--- config.mk ---
export PLATFORM = sky130hd
export DESIGN_NAME = mul_div_unit_flat
export DESIGN_NICKNAME = d
export VERILOG_FILES = /design/src/rtl/mul_div_pkg.sv /design/src/rtl/mul_div_unit_if.sv /design/src/rtl/div_iter.sv /design/src/rtl/mul_div_unit.sv /design/src/flat_wrapper.sv
export SDC_FILE = /design/constraint.sdc
export NUM_CORES = 2
export LEC_CHECK = 0
export ABC_AREA = 1
export CAP_MARGIN = 15
export CORE_MARGIN = 5
export CORE_UTILIZATION = 66
export CTS_CLUSTER_SIZE = 25
export DETAILED_ROUTE_END_ITERATION = 10
export GPL_ROUTABILITY_DRIVEN = 0
export PLACE_DENSITY = 0.83
export RECOVER_POWER = 100
export SETUP_SLACK_MARGIN = 0.2
export SLEW_MARGIN = 20
export SYNTH_ARGS = -nofsm -noshare
export SYNTH_HDL_FRONTEND = slang
export SYNTH_SLANG_ARGS = --single-unit
--- constraint.sdc ---
create_clock -name clk -period 10.16 [get_ports clk]
set_clock_uncertainty 0.1 [all_clocks]
set_input_delay 1.524 -clock clk [delete_from_list [all_inputs] [get_ports clk]]
set_output_delay 1.524 -clock clk [all_outputs]
set_load 0.005 [all_outputs]
--- src/rtl/mul_div_pkg.sv ---
// Shared definitions for the M-extension execute unit: widths, op codes,
// FSM state encoding, divide special-case constants and op decode helpers.
package mul_div_pkg;

  localparam int unsigned XLEN  = 32;
  localparam int unsigned OP_W  = 4;
  localparam int unsigned CNT_W = 5;

  localparam logic [OP_W-1:0] MD_MUL    = 4'b0011;
  localparam logic [OP_W-1:0] MD_MULH   = 4'b0101;
  localparam logic [OP_W-1:0] MD_MULHSU = 4'b0110;
  localparam logic [OP_W-1:0] MD_MULHU  = 4'b0111;
  localparam logic [OP_W-1:0] MD_DIV    = 4'b1001;
  localparam logic [OP_W-1:0] MD_DIVU   = 4'b1011;
  localparam logic [OP_W-1:0] MD_REM    = 4'b1101;
  localparam logic [OP_W-1:0] MD_REMU   = 4'b1111;

  localparam logic [XLEN-1:0] DIV0_QUO = '1;
  localparam logic [XLEN-1:0] INT_MIN  = {1'b1, {(XLEN-1){1'b0}}};

  typedef enum logic [2:0] {
    ST_IDLE,
    ST_MUL,
    ST_DIV,
    ST_FIX,
    ST_DONE
  } state_t;

  // True for the eight M-extension codes; everything else is a no-op.
  function automatic logic is_legal(input logic [OP_W-1:0] op);
    case (op)
      MD_MUL, MD_MULH, MD_MULHSU, MD_MULHU,
      MD_DIV, MD_DIVU, MD_REM, MD_REMU: is_legal = 1'b1;
      default:                          is_legal = 1'b0;
    endcase
  endfunction

  // Multiply codes are the legal codes with the top bit clear.
  function automatic logic is_mul(input logic [OP_W-1:0] op);
    is_mul = ~op[OP_W-1];
  endfunction

endpackage

--- src/rtl/mul_div_unit_if.sv ---
// Decoder-to-execute bus for the mul/div unit.
//   master: drives start, mulDiv_op, rs1, rs2, flush; receives stall, done, result
//   slave : the execute unit side
interface mul_div_unit_if;
  import mul_div_pkg::*;

  logic            start;
  logic [OP_W-1:0] mulDiv_op;
  logic [XLEN-1:0] rs1;
  logic [XLEN-1:0] rs2;
  logic            flush;
  logic            stall;
  logic            done;
  logic [XLEN-1:0] result;

  modport master (
    output start, mulDiv_op, rs1, rs2, flush,
    input  stall, done, result
  );

  modport slave (
    input  start, mulDiv_op, rs1, rs2, flush,
    output stall, done, result
  );

endinterface

--- src/rtl/div_iter.sv ---
// Radix-2 restoring divider datapath on unsigned magnitudes.
//   clk, rst          : clock, synchronous active-high reset
//   load              : capture dividend/divisor, clear remainder and counter
//   step              : perform one shift/trial-subtract iteration
//   dividend, divisor : unsigned operands sampled on load
//   quo, rem          : running quotient / remainder
//   last_c            : current step is the final (32nd) iteration
module div_iter
  import mul_div_pkg::*;
(
  input  logic            clk,
  input  logic            rst,
  input  logic            load,
  input  logic            step,
  input  logic [XLEN-1:0] dividend,
  input  logic [XLEN-1:0] divisor,
  output logic [XLEN-1:0] quo,
  output logic [XLEN-1:0] rem,
  output logic            last_c
);

  logic [XLEN-1:0]  dvs_q;
  logic [CNT_W-1:0] cnt;
  logic [XLEN:0]    rem_sh;
  logic [XLEN-1:0]  diff;
  logic             ge;

  // Shifted partial remainder can reach 33 bits, so compare at full width;
  // when it is >= divisor the true difference always fits in XLEN bits.
  always_comb begin
    rem_sh = {rem, quo[XLEN-1]};
    ge     = rem_sh >= {1'b0, dvs_q};
    diff   = rem_sh[XLEN-1:0] - dvs_q;
    last_c = cnt == CNT_W'(XLEN - 1);
  end

  always_ff @(posedge clk) begin
    if (rst) begin
      dvs_q <= '0;
      rem   <= '0;
      quo   <= '0;
      cnt   <= '0;
    end else if (load) begin
      dvs_q <= divisor;
      rem   <= '0;
      quo   <= dividend;
      cnt   <= '0;
    end else if (step) begin
      rem   <= ge ? diff : rem_sh[XLEN-1:0];
      quo   <= {quo[XLEN-2:0], ge};
      cnt   <= cnt + CNT_W'(1);
    end
  end

endmodule

--- src/rtl/mul_div_unit.sv ---
// Iterative RV32 M-extension execute unit: 2-cycle multiply, 34-cycle
// restoring divide, 1-cycle divide special cases.
//   clk, rst : clock, synchronous active-high reset
//   bus      : slave side of mul_div_unit_if (start/op/operands/flush in,
//              combinational stall, one-cycle done pulse, held result out)
module mul_div_unit
  import mul_div_pkg::*;
(
  input  logic         clk,
  input  logic         rst,
  mul_div_unit_if.slave bus
);

  localparam int unsigned PW = 2 * XLEN;

  state_t            state, state_nxt;
  logic [OP_W-1:0]   op_q;
  logic [XLEN-1:0]   a_q, b_q;
  logic              quo_neg_q, rem_neg_q;
  logic [XLEN-1:0]   result_q, res_nxt;
  logic              done_q;

  logic              accept_c, signed_in, rem_in, special_c;
  logic [XLEN-1:0]   spec_val, mag_a, mag_b;
  logic              div_load, div_step, div_last_c;
  logic [XLEN-1:0]   div_quo, div_rem;
  logic signed [XLEN:0] a_ext, b_ext;
  logic signed [PW-1:0] prod;
  logic [XLEN-1:0]   quo_fix, rem_fix;

  // Accept decode plus divide operand conditioning on the incoming op.
  always_comb begin
    accept_c  = bus.start && is_legal(bus.mulDiv_op) && !bus.flush &&
                (state == ST_IDLE || state == ST_DONE);
    signed_in = (bus.mulDiv_op == MD_DIV) || (bus.mulDiv_op == MD_REM);
    rem_in    = (bus.mulDiv_op == MD_REM) || (bus.mulDiv_op == MD_REMU);
    mag_a     = (signed_in && bus.rs1[XLEN-1]) ? -bus.rs1 : bus.rs1;
    mag_b     = (signed_in && bus.rs2[XLEN-1]) ? -bus.rs2 : bus.rs2;
    special_c = 1'b0;
    spec_val  = '0;
    if (bus.rs2 == '0) begin
      special_c = 1'b1;
      spec_val  = rem_in ? bus.rs1 : DIV0_QUO;
    end else if (signed_in && bus.rs1 == INT_MIN && bus.rs2 == '1) begin
      special_c = 1'b1;
      spec_val  = rem_in ? '0 : INT_MIN;
    end
  end

  // 33x33 signed product; sign extension of each operand depends on the op.
  always_comb begin
    a_ext = {((op_q == MD_MULH) || (op_q == MD_MULHSU)) & a_q[XLEN-1], a_q};
    b_ext = {(op_q == MD_MULH) & b_q[XLEN-1], b_q};
    prod  = PW'(a_ext) * PW'(b_ext);
  end

  // Sign fix-up of the unsigned divider results.
  always_comb begin
    quo_fix = quo_neg_q ? -div_quo : div_quo;
    rem_fix = rem_neg_q ? -div_rem : div_rem;
  end

  div_iter u_div_iter (
    .clk      (clk),
    .rst      (rst),
    .load     (div_load),
    .step     (div_step),
    .dividend (mag_a),
    .divisor  (mag_b),
    .quo      (div_quo),
    .rem      (div_rem),
    .last_c   (div_last_c)
  );

  // Next-state, result select and divider control.
  always_comb begin
    state_nxt = state;
    res_nxt   = result_q;
    div_load  = 1'b0;
    div_step  = 1'b0;
    case (state)
      ST_IDLE, ST_DONE: begin
        state_nxt = ST_IDLE;
        if (accept_c) begin
          if (is_mul(bus.mulDiv_op)) begin
            state_nxt = ST_MUL;
          end else if (special_c) begin
            state_nxt = ST_DONE;
            res_nxt   = spec_val;
          end else begin
            state_nxt = ST_DIV;
            div_load  = 1'b1;
          end
        end
      end
      ST_MUL: begin
        state_nxt = ST_DONE;
        res_nxt   = (op_q == MD_MUL) ? prod[XLEN-1:0] : prod[PW-1:XLEN];
      end
      ST_DIV: begin
        div_step = 1'b1;
        if (div_last_c) state_nxt = ST_FIX;
      end
      ST_FIX: begin
        state_nxt = ST_DONE;
        res_nxt   = ((op_q == MD_REM) || (op_q == MD_REMU)) ? rem_fix : quo_fix;
      end
      default: state_nxt = ST_IDLE;
    endcase
    if (bus.flush) state_nxt = ST_IDLE;
  end

  // State, latched op/operands, result and done pulse.
  always_ff @(posedge clk) begin
    if (rst) begin
      state     <= ST_IDLE;
      op_q      <= '0;
      a_q       <= '0;
      b_q       <= '0;
      quo_neg_q <= 1'b0;
      rem_neg_q <= 1'b0;
      result_q  <= '0;
      done_q    <= 1'b0;
    end else begin
      state  <= state_nxt;
      done_q <= state_nxt == ST_DONE;
      if (state_nxt == ST_DONE) result_q <= res_nxt;
      if (accept_c) begin
        op_q      <= bus.mulDiv_op;
        a_q       <= bus.rs1;
        b_q       <= bus.rs2;
        quo_neg_q <= signed_in && (bus.rs1[XLEN-1] ^ bus.rs2[XLEN-1]);
        rem_neg_q <= signed_in && bus.rs1[XLEN-1];
      end
    end
  end

  assign bus.stall  = (state == ST_IDLE && accept_c) || state == ST_MUL ||
                      state == ST_DIV || state == ST_FIX;
  assign bus.done   = done_q;
  assign bus.result = result_q;

endmodule

--- src/flat_wrapper.sv ---
// flat-port wrapper written by rule: the top's interface ports become plain ports
module mul_div_unit_flat import mul_div_pkg::*;
  (clk, rst, bus_start, bus_mulDiv_op, bus_rs1, bus_rs2, bus_flush, bus_stall, bus_done, bus_result);
  mul_div_unit_if bus_i ();
  input  logic clk;
  input  logic rst;
  input wire logic [$bits(bus_i.start)-1:0] bus_start;
  input wire logic [$bits(bus_i.mulDiv_op)-1:0] bus_mulDiv_op;
  input wire logic [$bits(bus_i.rs1)-1:0] bus_rs1;
  input wire logic [$bits(bus_i.rs2)-1:0] bus_rs2;
  input wire logic [$bits(bus_i.flush)-1:0] bus_flush;
  output wire logic [$bits(bus_i.stall)-1:0] bus_stall;
  output wire logic [$bits(bus_i.done)-1:0] bus_done;
  output wire logic [$bits(bus_i.result)-1:0] bus_result;
  assign bus_i.start = bus_start;
  assign bus_i.mulDiv_op = bus_mulDiv_op;
  assign bus_i.rs1 = bus_rs1;
  assign bus_i.rs2 = bus_rs2;
  assign bus_i.flush = bus_flush;
  assign bus_stall = bus_i.stall;
  assign bus_done = bus_i.done;
  assign bus_result = bus_i.result;
  mul_div_unit u_core (.clk(clk), .rst(rst), .bus(bus_i));
endmodule
==> run_results.csv <==
group,metric,value,unit
run_status,status,"complete, but fails checks",
run_status,violations,"capacitance limit, slew limit",
detailed_routing,vias,50920,
yosys,ys_types,49,
hold_path,worstHoldStart,"u_core.u_div_iter.cnt[4]",
grt,grt_max_degree,97,
grt,grt_usage,40.48,%
clock_tree,postCtsSetupRepairBufs,0,
detailed_routing,via_per_inst,6.013,
yosys,syn_area_per_cell,7.265,µm²
timing,rsz0062_at_grt,"no",
final_layout,syn2layout_area_growth,4.552,%
clock_tree,htreeDepth,1,
timing,slew_violations,424,
pwr,swShare,44.63,%
timing,tightestPinTransition,3.867,ns
clock_tree,clk_pin_slew,0.06,ns
pwr,pwr-share-comb,43.3,%
timing,max_freq,103.9,MHz
setup_path,reg2regPathDepth,24,
setup_path,critical_path_required,10.50,ns
pwr,p_leak,30.06,nW
yosys,synth_ff_type,"dfxtp_1",
die,die_height,298.0,µm
timing,tns,0,ns
timing,setup_viol,0,
setup_path,end_kind,"flop",
die,rows,105,
final_layout,layout_commonest_cell,"inv_1",
die,chipWidth,298.0,µm
pwr,power_frac_clock,29.7,%
grt,grt_pass1_vias,51750,
final_layout,layout.nets,8822,
hold_path,hp-class,"flop to flop",
detailed_routing,routed_wl,181100,µm
die,core,0.08224,mm²
detailed_routing,dr.pass1.iters,8,
pwr,power_frac_seq,27.0,%
pwr,powerDensity,60.48,mW/mm²
clock_tree,cts_num_sinks,207,
detailed_routing,drc,0,
setup_path,rrSetupSlack,0.53,ns
grt,antenna_found_initial,8,
die,die-area,0.08882,mm²
timing,final-hold-violation-count,0,
clock_tree,cts_buffers,26,
placed_design,hpwl,142700,µm
setup_path,crit_fanout,20,
grt,grt_pass1_wl,283200,µm
detailed_routing,highest_layer,"met5",
setup_path,r2r_start,"u_core.a_q[11]",
final_layout,drive_gt1_share,2.448,%
hold_path,holdPathStages,2,
setup_path,cp_data_arrival_time,9.97,ns
hold_path,holdPathEnd,"u_core.u_div_iter.cnt[4]",
detailed_routing,wl_per_cell,21.38,µm
detailed_routing,wl_met3,24830,µm
detailed_routing,route.met2.wl,79580,µm
clock_tree,clock_path_buffers,3,
yosys,synth_nets,8985,
run,drv_cap,6,
placed_design,port_buffers,105,
yosys,ys_seq_area_share,7.569,%
yosys,synth_area,0.05475,mm²
clock_tree,worstSkewPairLatency,0.58,ns
final_layout,layout_common_cells,"inv_1 (1,889), nand2_1 (1,843), fa_1 (1,126)",
yosys,syn_inst,7536,
yosys,yosysTopAreaCellShare,41.17,%
yosys,async_reset_ff_share,0,%
setup_path,r2r-end,"u_core.bus.result[5]",
pwr,peakVddDrop,0.1210,mV
yosys,yosys_warnings,0,
timing,whs,0.3836,ns
timing,min_period,9.627,ns
detailed_routing,ant_nets,0,
yosys,yosys.area.top_type,"fa_1",
grt,gr-total-overflow,0,
yosys,ys_top_cells_by_area,"fa_1 (41%), inv_1 (13%), nand2_1 (13%)",
pwr,power_switching,1.545,mW
die,initial_core_util,66.57,%
clock_tree,cts_tree,"yes",
timing,min_period_over_period,94.76,%
final_layout,fillerInstances,6486,
die,io_pins,106,
setup_path,critPathKind,"flop to flop",
setup_path,cp-start-kind,"flop",
clock_tree,postCtsHoldBufs,0,
clock_tree,root_buffer,"clkbuf_16",
timing,slew_headroom,-157.8,%
detailed_routing,drt_iter0_drc,6201,
detailed_routing,wl_met1,59880,µm
pwr,internal_power,1.917,mW
yosys,synth_edf_count,0,
yosys,ys_ff_latch,207,
## registers in the layout, summed over array words and instances (netlist names)
| name | count |
|---|---|
| u_core.a_q | 32 |
| u_core.b_q | 32 |
| u_core.bus.result | 32 |
| u_core.u_div_iter.dvs_q | 32 |
| u_core.u_div_iter.quo | 32 |
| u_core.u_div_iter.rem | 32 |
| u_core.u_div_iter.cnt | 5 |
| u_core.op_q | 4 |
| u_core.state | 3 |
| u_core.bus.done | 1 |
| u_core.quo_neg_q | 1 |
| u_core.rem_neg_q | 1 |
## layout make-up
type                            count  area, µm²  area share, %
Multi-Input combinational cell   5044      41980          73.33
Inverter                         1901       7148          12.49
Sequential cell                   207       4159          7.265
Timing Repair Buffer              193       1693          2.957
Tap cell                         1070       1339          2.339
Clock buffer                       33      686.9          1.200
Clock inverter                     15      229.0         0.4000
Antenna cell                        5      12.51        0.02186
## power groups by stage
stage / registers (mW) / clock network, mW / logic (mW)
after floorplan: 0.866 / 0 / 0.971
after global placement: 0.939 / 0 / 1.37
after detailed placement: 0.941 / 0 / 1.40
after CTS: 0.923 / 1.02 / 1.41
after global routing: 0.931 / 1.06 / 1.62
final: 0.933 / 1.03 / 1.50
## what timing repair did
item / 4_1_cts / 5_1_grt
gates resized for setup: 0 / 3
setup endpoints to repair: 0 / 9
endpoints found under the hold margin: 0 / 0
## synthesized netlist by cell type (7+ instances only)
master / instances
inv_1: 1892
nand2_1: 1841
fa_1: 1126
nor2_1: 413
nand3_1: 360
a21oi_1: 353
clkbuf_1: 345
o21ai_0: 343
ha_1: 251
dfxtp_1: 207
xor2_1: 60
nand4_1: 59
nor3_1: 56
o21bai_1: 25
xnor2_1: 24
buf_2: 23
a31oi_1: 16
o211ai_1: 16
or2_2: 16
o21ai_1: 15
nand3b_1: 9
buf_1: 8
o21a_1: 8
nor4_1: 7
## logic make-up after synthesis
logic type,Yosys count,share of synthesized area (%)
AND/OR/NAND/NOR,2781,20.67
buffers and inverters,2285,15.79
flip-flops,207,7.569
AO/OA/AOI/OAI,802,7.717
XOR/XNOR,84,1.344
adder cells (fa/ha/maj),1377,46.91
## critical path, stage by stage (launching register included)
cell and delay [ns]:
dfxtp_1 1.05, clkbuf_1 0.90, nand2_1 0.17, fa_1 0.52, inv_1 0.05, fa_1 0.44, fa_1 0.59, fa_1 0.45
fa_1 0.51, fa_1 0.55, inv_1 0.07, fa_1 0.49, inv_1 0.07, fa_1 0.55, ha_1 0.52, a21oi_1 0.75
o21ai_0 0.33, o21bai_1 0.29, nand3_1 0.27, nand2_1 0.18, nand2_1 0.07, nand2_1 0.07, nand3_1 0.10, o211ai_1 0.25
a21oi_1 0.12
## metal layers
layer | GRT usage (%) | up-vias
met1 | 49.26 | 24240
met3 | 11.78 | 1126
met2 | 63.15 | 3733
li1 | - | 21810
met4 | 26.64 | 10
met5 | 0 | -
## worst max-delay path by stage
stage                   startpoint                     to  slack (ns)  cells past startpoint
finish              u_core.a_q[11]   u_core.bus.result[5]        0.53                     24
global route        u_core.op_q[0]  u_core.bus.result[24]        0.25                     31
detailed placement  u_core.op_q[0]  u_core.bus.result[24]        0.71                     31
floorplan           u_core.op_q[0]  u_core.bus.result[30]        2.31                     30
CTS                 u_core.op_q[2]  u_core.bus.result[24]        0.65                     31
global placement    u_core.op_q[0]  u_core.bus.result[28]        1.13                     34
## per-stage QoR
step	std cells	power, mW	cell area [µm²]	utilization (%)	setup WS, ns
final	8468	3.462	57240	69.60	0.5329
after global routing	8463	3.605	57230	69.59	0.2547
after CTS	8463	3.362	57250	69.61	0.6504
after detailed placement	8415	2.345	56330	68.49	0.7105
after global placement	8415	2.312	56330	68.49	1.127
after floorplan	7536	1.837	54750	-	2.311
Note: power is estimated with default switching activity, not from simulation.
